<file path="src/rtl/mem_arbiter.sv">
// -----------------------------------------------------------------------------
// mem_arbiter
//
// Two-requester arbiter and burst sequencer in front of the shared main
// memory. The instruction-fetch port (i_*) and the load/store port (d_*)
// compete for the memory. The winner's command is issued as a single
// mem_enable strobe. The burst is then sequenced beat by beat: 1, 4, 8 or
// 16 words. Write handshakes, read data and completion are routed back to
// the owner only.
//
// Burst timeline, for a grant in cycle T and a beat count N:
//   T           : x_gnt, mem_enable, beat 0 (command driven via latch bypass)
//   T+1..T+N-1  : BURST, beats 1..N-1
//   T+N         : DRAIN, final read beat returned / memory turnaround
//   T+N+1       : IDLE, earliest next grant
//
// Configuration macro:
//   MEM_ARB_ROUND_ROBIN_EN  defined   : round-robin on simultaneous requests;
//                                        D wins the first tie after reset
//                           undefined : fixed priority, D beats I on a tie
//
// Ports (x = i or d, identical sets):
//   clk, rst_n      clock, synchronous active-low reset
//   x_req           request, held with its command until x_gnt
//   x_addr          burst start byte address (word aligned)
//   x_acc_size      00=1, 01=4, 10=8, 11=16 words
//   x_wren          1=write burst, 0=read burst
//   x_wdata         current write beat
//   x_gnt           one-cycle pulse: command accepted, beat 0 issued
//   x_wready        x_wdata consumed this cycle
//   x_rvalid        x_rdata valid this cycle
//   x_rdata         read beat (0 when not valid / not owner)
//   x_done          one-cycle pulse on final beat
//   mem_enable      command strobe to memory
//   mem_addr        burst start address, held for the whole burst
//   mem_acc_size    access size, held for the whole burst
//   mem_wren        write flag, held for the whole burst
//   mem_d_in        write beat, muxed from the owner's x_wdata
//   mem_d_out       read beat from memory (registered by memory)
//   mem_busy        memory burst in progress (protocol sanity only)
// -----------------------------------------------------------------------------
module mem_arbiter #(
    parameter int unsigned ADDRESS_SIZE = 32,
    parameter int unsigned DATA_SIZE    = 32,
    parameter int unsigned ACCESS_SIZE  = 2
) (
    input  logic                    clk,
    input  logic                    rst_n,

    // instruction-fetch requester
    input  logic                    i_req,
    input  logic [ADDRESS_SIZE-1:0] i_addr,
    input  logic [ACCESS_SIZE-1:0]  i_acc_size,
    input  logic                    i_wren,
    input  logic [DATA_SIZE-1:0]    i_wdata,
    output logic                    i_gnt,
    output logic                    i_wready,
    output logic                    i_rvalid,
    output logic [DATA_SIZE-1:0]    i_rdata,
    output logic                    i_done,

    // load/store requester
    input  logic                    d_req,
    input  logic [ADDRESS_SIZE-1:0] d_addr,
    input  logic [ACCESS_SIZE-1:0]  d_acc_size,
    input  logic                    d_wren,
    input  logic [DATA_SIZE-1:0]    d_wdata,
    output logic                    d_gnt,
    output logic                    d_wready,
    output logic                    d_rvalid,
    output logic [DATA_SIZE-1:0]    d_rdata,
    output logic                    d_done,

    // main memory
    output logic                    mem_enable,
    output logic [ADDRESS_SIZE-1:0] mem_addr,
    output logic [ACCESS_SIZE-1:0]  mem_acc_size,
    output logic                    mem_wren,
    output logic [DATA_SIZE-1:0]    mem_d_in,
    input  logic [DATA_SIZE-1:0]    mem_d_out,
    input  logic                    mem_busy
);

    localparam int unsigned CNT_W = 4;

    typedef enum logic [1:0] {
        S_IDLE  = 2'd0,
        S_BURST = 2'd1,
        S_DRAIN = 2'd2
    } state_t;

    // Latched burst command; own_d=1 means the D port owns the burst.
    typedef struct packed {
        logic [ADDRESS_SIZE-1:0] addr;
        logic [ACCESS_SIZE-1:0]  acc;
        logic                    wren;
        logic                    own_d;
    } cmd_t;

    // Index of the final beat for an access-size code.
    function automatic logic [CNT_W-1:0] last_beat(input logic [ACCESS_SIZE-1:0] acc);
        case (acc)
            ACCESS_SIZE'(0): last_beat = CNT_W'(0);
            ACCESS_SIZE'(1): last_beat = CNT_W'(3);
            ACCESS_SIZE'(2): last_beat = CNT_W'(7);
            default:         last_beat = CNT_W'(15);
        endcase
    endfunction

    state_t           state;
    cmd_t             cmd_q;
    logic [CNT_W-1:0] cnt;
    logic [CNT_W-1:0] last_q;
    logic             proto_err;

    logic             grant;
    logic             pick_d;
    logic             tie_d;
    cmd_t             sel;
    logic [CNT_W-1:0] sel_last;

    cmd_t             cur;
    logic             active;
    logic             issue;
    logic             last_now;
    logic             wr_beat;
    logic             rd_beat;
    logic             rd_done;

    // Tie-break: which requester wins when both request in the same cycle.
`ifdef MEM_ARB_ROUND_ROBIN_EN
    logic rr_d;
    assign tie_d = rr_d;
`else
    assign tie_d = 1'b1;
`endif

    // Arbitration. The grant is combinational from req while IDLE, so beat 0
    // goes out in the request cycle; it is suppressed while reset is held.
    always_comb begin
        grant     = rst_n && (state == S_IDLE) && (i_req || d_req);
        pick_d    = d_req && (!i_req || tie_d);
        sel.addr  = pick_d ? d_addr     : i_addr;
        sel.acc   = pick_d ? d_acc_size : i_acc_size;
        sel.wren  = pick_d ? d_wren     : i_wren;
        sel.own_d = pick_d;
        sel_last  = last_beat(sel.acc);
    end

    // Output decode. In the grant cycle the fresh command bypasses the latch;
    // afterwards everything comes from the latched command.
    always_comb begin
        cur      = grant ? sel : cmd_q;
        active   = (state != S_IDLE);
        issue    = grant || (state == S_BURST);
        last_now = grant ? (sel_last == '0) : ((state == S_BURST) && (cnt == last_q));
        wr_beat  = issue && cur.wren;
        // read beat k arrives one cycle after it is issued: BURST and DRAIN
        rd_beat  = ((state == S_BURST) || (state == S_DRAIN)) && !cmd_q.wren;
        rd_done  = (state == S_DRAIN) && !cmd_q.wren;

        mem_enable   = grant;
        mem_addr     = (grant || active) ? cur.addr : '0;
        mem_acc_size = (grant || active) ? cur.acc  : '0;
        mem_wren     = (grant || active) ? cur.wren : 1'b0;
        mem_d_in     = wr_beat ? (cur.own_d ? d_wdata : i_wdata) : '0;

        d_gnt    = grant && sel.own_d;
        i_gnt    = grant && !sel.own_d;

        d_wready = wr_beat && cur.own_d;
        i_wready = wr_beat && !cur.own_d;

        d_rvalid = rd_beat && cmd_q.own_d;
        i_rvalid = rd_beat && !cmd_q.own_d;
        d_rdata  = d_rvalid ? mem_d_out : '0;
        i_rdata  = i_rvalid ? mem_d_out : '0;

        d_done   = ((wr_beat && last_now) && cur.own_d)  || (rd_done && cmd_q.own_d);
        i_done   = ((wr_beat && last_now) && !cur.own_d) || (rd_done && !cmd_q.own_d);
    end

    // Burst sequencer state, latched command and beat counter.
    always_ff @(posedge clk) begin
        if (!rst_n) begin
            state     <= S_IDLE;
            cmd_q     <= '0;
            cnt       <= '0;
            last_q    <= '0;
            proto_err <= 1'b0;
`ifdef MEM_ARB_ROUND_ROBIN_EN
            rr_d      <= 1'b1;
`endif
        end else begin
            case (state)
                S_IDLE: begin
                    if (grant) begin
                        cmd_q  <= sel;
                        last_q <= sel_last;
`ifdef MEM_ARB_ROUND_ROBIN_EN
                        rr_d   <= !pick_d;
`endif
                        // beat 0 is issued in the grant cycle itself
                        if (sel_last == '0) begin
                            state <= S_DRAIN;
                            cnt   <= '0;
                        end else begin
                            state <= S_BURST;
                            cnt   <= CNT_W'(1);
                        end
                    end
                end
                S_BURST: begin
                    // memory must still be mid-burst on every beat after beat 0
                    proto_err <= proto_err | !mem_busy;
                    if (cnt == last_q) begin
                        state <= S_DRAIN;
                    end else begin
                        cnt <= cnt + CNT_W'(1);
                    end
                end
                S_DRAIN: begin
                    state <= S_IDLE;
                    cnt   <= '0;
                end
                default: begin
                    state <= S_IDLE;
                    cnt   <= '0;
                end
            endcase
        end
    end

endmodule
</file>
<file path="config.mk">
export PLATFORM = sky130hd
export DESIGN_NAME = mem_arbiter
export DESIGN_NICKNAME = d
export VERILOG_FILES = /design/src/rtl/mem_arbiter.sv
export SDC_FILE = /design/constraint.sdc
export NUM_CORES = 1
export LEC_CHECK = 0
export CAP_MARGIN = 20
export CORE_AREA = 2 2 122 124
export DETAILED_ROUTE_END_ITERATION = 6
export DIE_AREA = 0 0 124 126
export PLACE_DENSITY = 0.7
export SETUP_SLACK_MARGIN = 0.2
export SLEW_MARGIN = 15
export SYNTH_ARGS = -nofsm -noshare
export SYNTH_HDL_FRONTEND = slang
export SYNTH_SLANG_ARGS = --single-unit
</file>
<file path="constraint.sdc">
create_clock -name clk -period 3.9 [get_ports clk]
set_clock_uncertainty 0.2 [all_clocks]
set_input_delay 0.78 -clock clk [delete_from_list [all_inputs] [get_ports clk]]
set_output_delay 0.78 -clock clk [all_outputs]
set_load 0.01 [all_outputs]
</file>
# After elaboration in Yosys (flattened, before gate mapping)
# Cells that the tools add are included.
[totals] reg_bits=46 out_inout_bits=140 in_bits=171 wordCells=71
[classes] eq_ne=8 add_sub_neg=1 muxes=21 reduce_logical=34
[op_table] operator="$mux W32" n=6
[op_table] operator="$mux W36" n=1
[op_table] operator="$logic_and A1 B1 Y1" n=17
[op_table] operator="$pmux W4 S3" n=1
[op_table] operator="$mux W2" n=5
[op_table] operator="$mux W4" n=2
[op_table] operator="$pmux W4 S2" n=1
[op_table] operator="$logic_or A1 B1 Y1" n=6
[op_table] operator="$reduce_and A2 Y1" n=3
[op_table] operator="$add A4 B1 Y4 const B" n=1
[op_table] operator="$eq A2 B1 Y1 const B" n=2
[op_table] operator="$eq A2 B2 Y1 const B" n=2
[op_table] operator="$eq A4 B4 Y1" n=1
[op_table] operator="$logic_not A1 Y1" n=4
[op_table] operator="$logic_not A2 Y1" n=2
[op_table] operator="$logic_not A4 Y1" n=1
[op_table] operator="$mux W1" n=4
[op_table] operator="$ne A2 B2 Y1 const B" n=2
[op_table] operator="$pmux W2 S2" n=1
[op_table] operator="$ne A2 B1 Y1 const B" n=1
[op_table] operator="$reduce_bool A2 Y1" n=1

# Depth between registers and ports, before layout
[logic_depth] depth_word=8 depth_mapped=9 mapped_depth_nobuf=7

# Least setup slack after synthesis
# No wires, ideal clock.
[synth_timing] path_kind="input to output" start="input d_req" end="output mem_d_in[22]" n_path_buf=3 arrival_ns=2.345 required_ns=2.920 setup_slack_ns=0.575 path_stages=7 path_cell_list="buf_6 and3_4 buf_6 a222oi_1 nor3_2 clkbuf_1 a22o_1"
[synth_between] elab_chain_len=5 word_cells_on_any_way=8 classes_between="4 x mux; 4 x reduce/logical"
[synth_lines] element="start: declaration" line="63" text="input logic d_req,"
[synth_lines] element="$logic_or A1 B1 Y1" line="141" text="grant = rst_n && (state == S_IDLE) && (i_req || d_req);"
[synth_lines] element="$logic_and A1 B1 Y1" line="141"
[synth_lines] element="$mux W36 / $logic_or A1 B1 Y1 (equally long branches)"
[synth_lines] element="$mux W32 / $logic_and A1 B1 Y1 (equally long branches)" line="166, 157"
[synth_lines] element="$mux W32 *" line="166" text="mem_d_in = wr_beat ? (cur.own_d ? d_wdata : i_wdata) : '0;"
[synth_lines] element="end: declaration" line="79" text="output logic [DATA_SIZE-1:0] mem_d_in,"
# Every way passes the cells marked *; elsewhere a longest branch is shown, timed or not.

# Worst setup path after layout
[layout_timing] start="input d_wren" end="output mem_d_in[15]"
[layout_between] elab_chain_len=4
[layout_lines] element="start: declaration" line="66" text="input logic d_wren,"
[layout_lines] element="$mux W1" line="145" text="sel.wren = pick_d ? d_wren : i_wren;"
[layout_lines] element="$mux W36"
[layout_lines] element="$logic_and A1 B1 Y1" line="157" text="wr_beat = issue && cur.wren;"
[layout_lines] element="$mux W32" line="166"
# No other way between the ends.

==> metrics.md <==
| Metric | Value |
|---|---|
| Crit start category | input port |
| Ranking of synthesized cells by area | dfxtp_1, a222oi_1, a22o_1 |
| Setup Slack @ Placement | -193.7 ps |
| Fmax | around 280 MHz |
| Cell depth of the worst flop-to-flop path | 8 |
| Met3 Wirelength | between 1000 and 1500 µm |
| Die ar. | between 15000 and 20000 µm² |
| WL per Instance | 16.05 µm |
| Total GRT Usage | 0.1694 |
| Reg2reg end | cmd_q[30]$_SDFFE_PN0N_ |
| # hold bufs at CTS | 0 |
| Pwr Density | 470.4 nW/µm² |
| Register area share after synthesis | 0.3139 |
| Crit path buffers/inverters | 5 |
| EDFF count, synth | 0 |
| Clock buffer count from CTS | 5 |
| Largest area contributor in the synthesized netlist | dfxtp_1 |
| Initial antenna violation count | 0 |
| Area growth, synth to finish | 131.8% |
| CP max stage cell | clkdlybuf4s50_1 |
| Ys flop type | dfxtp_1 |
| Hold_sp | cmd_q[3]$_SDFFE_PN0N_ |
| Vias per inst | ~4.8 |
| Clock Path Buffers | 2 |
| RD Place Congestion | 0.8739 |
| Crit-path max FO | 17 |
| Slew @ Worst Pin | about 660 ps |
| DR top layer | met4 |
| Post-DP HPWL | roughly 11000 µm |
| Unrepaired setup endpoints after global routing | yes |
| CP required | a little under 3000 ps |
| Critical path class | input port to output pin |
| First-pass GRT wire length | 21020 µm |
| YS warnings | 0 |
| DRC violations left | 0 |
| Total wire length | roughly 14000 µm |
| Hold Path Class | register to register |
| Layout cells sized above 1 | 0.1035 |
| H-tree depth | 2 |
| Post-synth ARST share | 0 |
| PortBufs | 309 |
| Largest net degree at the start of global routing | 35 |
| Final ANT Viol Nets | 0 |
| IO Pins | ~310 |
| Avg Inst Size Synth | between 7 and 8 µm² |
| Total clock sinks | between 40 and 50 |
| Core area | approximately 14000 µm² |
| VDD IR max | around 220 µV |
| Final setup viols | 0 |
| Crit-path cells | clkdlybuf4s50_1 > a222oi_1 > buf_4 > nor3b_4 > buf_6 > bufbuf_16 > a22o_1 > dlygate4sd2_1 |
| Post-synth top area share | 0.3139 |
| Slew Viols, Final | 0 |
| DR iter-0 viols | ~220 |
| Static Leak | 2.803 nW |
| Final net count | 860 |
| Hold Vio Cnt, Final | 0 |
| Worst r2r src | state[0]$_SDFFE_PN0P_ |
| CTS tree | built |
| Number of max-cap violations | 0 |
| Die X | 124 µm |
| Slew HR | 0.5606 |
| TNS Setup | 0 ps |
| Met2 wire len | ~7000 µm |
| Hold depth | 2 |
| Net Count, Synth | ~530 |
| Setup crit end kind | output pin |
| Initial core utilization | 0.2005 |
| Synth Register Bits | 45 |
| Synth Cell Area | approximately 2900 µm² |
| Final worst path period share | 0.9272 |
| GR Overflow Total | 0 |
| Drt pass-1 iters | 6 |
| Via count | about 4200 |
| Die Span Y | roughly 130 µm |
| Critical Path AT | roughly 2600 ps |
| Delay of the slowest cell on the worst path | 400 ps |
| Worst-path clk slew | ~60 ps |
| Flop2flop setup slack | around 1700 ps |
| Clock latency on the worst-skew pair | 280 ps |
| Worst setup margin | 283.8 ps |
| Layout Utilization | 0.4648 |
| Fillers | about 1400 |
| Family with the most delay on the worst path | buffers and inverters |
| Outcome | complete, no violations |
| Post-synth cell types | 44 |
| Multi-input logic area | between 1500 and 2000 µm² |
| Cell row count | 44 |
| Number of global-route vias before repair | about 4100 |
| WL met1 | 5206 µm |
| Hold endpoint | cmd_q[3]$_SDFFE_PN0N_ |
| Fin crit period | ~3600 ps |
| Inserted Diodes | 0 |
| Register Area | 900.9 µm² |
| Root Driver | clkbuf_16 |
| Post-Synthesis Cells | roughly 360 |
[repair_timing]
item / 4_1_cts / 5_1_grt
resized for setup: 48 / 23
setup endpoints to repair: 69 / 51
cloned: 2 / 0
buffers inserted: 4 / 1
pin swaps: 5 / 4
[sequential cells by signal (all words and copies together) (netlist names)]
| register | count |
|---|---|
| state | 2 |
| cnt | 4 |
| cmd_q | 36 |
| last_q | 3 |
[how the worst max path moves through the flow]
stage / from / end / slack, ps / depth (start not counted)
6_report: d_wren / mem_d_in[15] / 280 / 8
5_1_grt: d_wren / mem_d_in[15] / 160 / 8
4_1_cts: d_req / mem_d_in[30] / 170 / 9
3_5_place_dp: d_req / mem_d_in[30] / -190 / 9
3_3_place_gp: d_req / mem_d_in[30] / -170 / 9
2_1_floorplan: d_req / mem_d_in[22] / 570 / 7
[tightest hold or removal path, stage by stage, from the launching register on]
cell	delay (ps)
dfxtp_1	300
inv_1	60
a21oi_1	60
[layout by cell type (no fill, tap or decap), types with 3 or more instances in the layout]
cell type and count:
clkdlybuf4s50_1 270, nor2_1 71, dfxtp_1 45, buf_4 42, and3_1 35, and2_1 33, a222oi_1 33, a22o_1 32
dlygate4sd2_1 19, clkdlybuf4s15_1 15, nand2_1 9, inv_1 7, a21oi_1 7, clkbuf_16 5, nand3_1 4, o21ai_0 3
ha_1 3, buf_12 3
[per-stage QoR]
step	instance area, µm²	power (W)	hold slack [ps]	instances
global route	6653	0.003332	277.8	870
floorplan	2870	0.001478	228.8	359
detailed placement	6372	0.002618	254.1	855
global placement	6372	0.002588	243.8	855
CTS	6610	0.003121	262.9	869
finish	6653	0.003130	259.8	870
[area by class of cell]
type / instances / share of cell area
clock inverters: 2 / 0.005830
repair buffers: 358 / 0.5302
inverters: 8 / 0.004702
clock buffers: 6 / 0.01937
flip-flops and latches: 45 / 0.1354
multi-input cells: 267 / 0.2699
well taps: 184 / 0.03461
[per-layer routing]
metal,global-route usage,vias to the layer above
met5,0,-
met4,0.04296,0
met3,0.04801,16
met2,0.3180,210
met1,0.1834,1943
li1,-,1998
[Yosys cell counts, types with 5 or more instances]
cell type and instances:
a21oi_1 7, a222oi_1 33, a22o_1 33, and2_1 34, and3_1 35, buf_1 5
buf_6 5, clkbuf_1 27, dfxtp_1 45, inv_1 7, nand2_1 9, nor2_1 72
[power breakdown]
group	total [W]	internal (W)	switching, W
Clock	0.000481	0.000304	0.000178
Sequential	0.000585	0.000541	0.0000448
Combinational	0.00206	0.00113	0.000932
Total	0.00313	0.00198	0.00115
[cells by family (layout without fill, tap and decap cells)]
kind of cell	after synthesis	in the layout	share of synthesized area
compound gates	95	95	0.2873
xor+xnor	2	2	0.006104
fa+ha+maj	4	4	0.01744
buf+inv	47	374	0.07541
flops	45	45	0.3139
mux	2	2	0.007410
simple gates	164	164	0.2925
No activity file was read; power rests on OpenSTA's default activity.
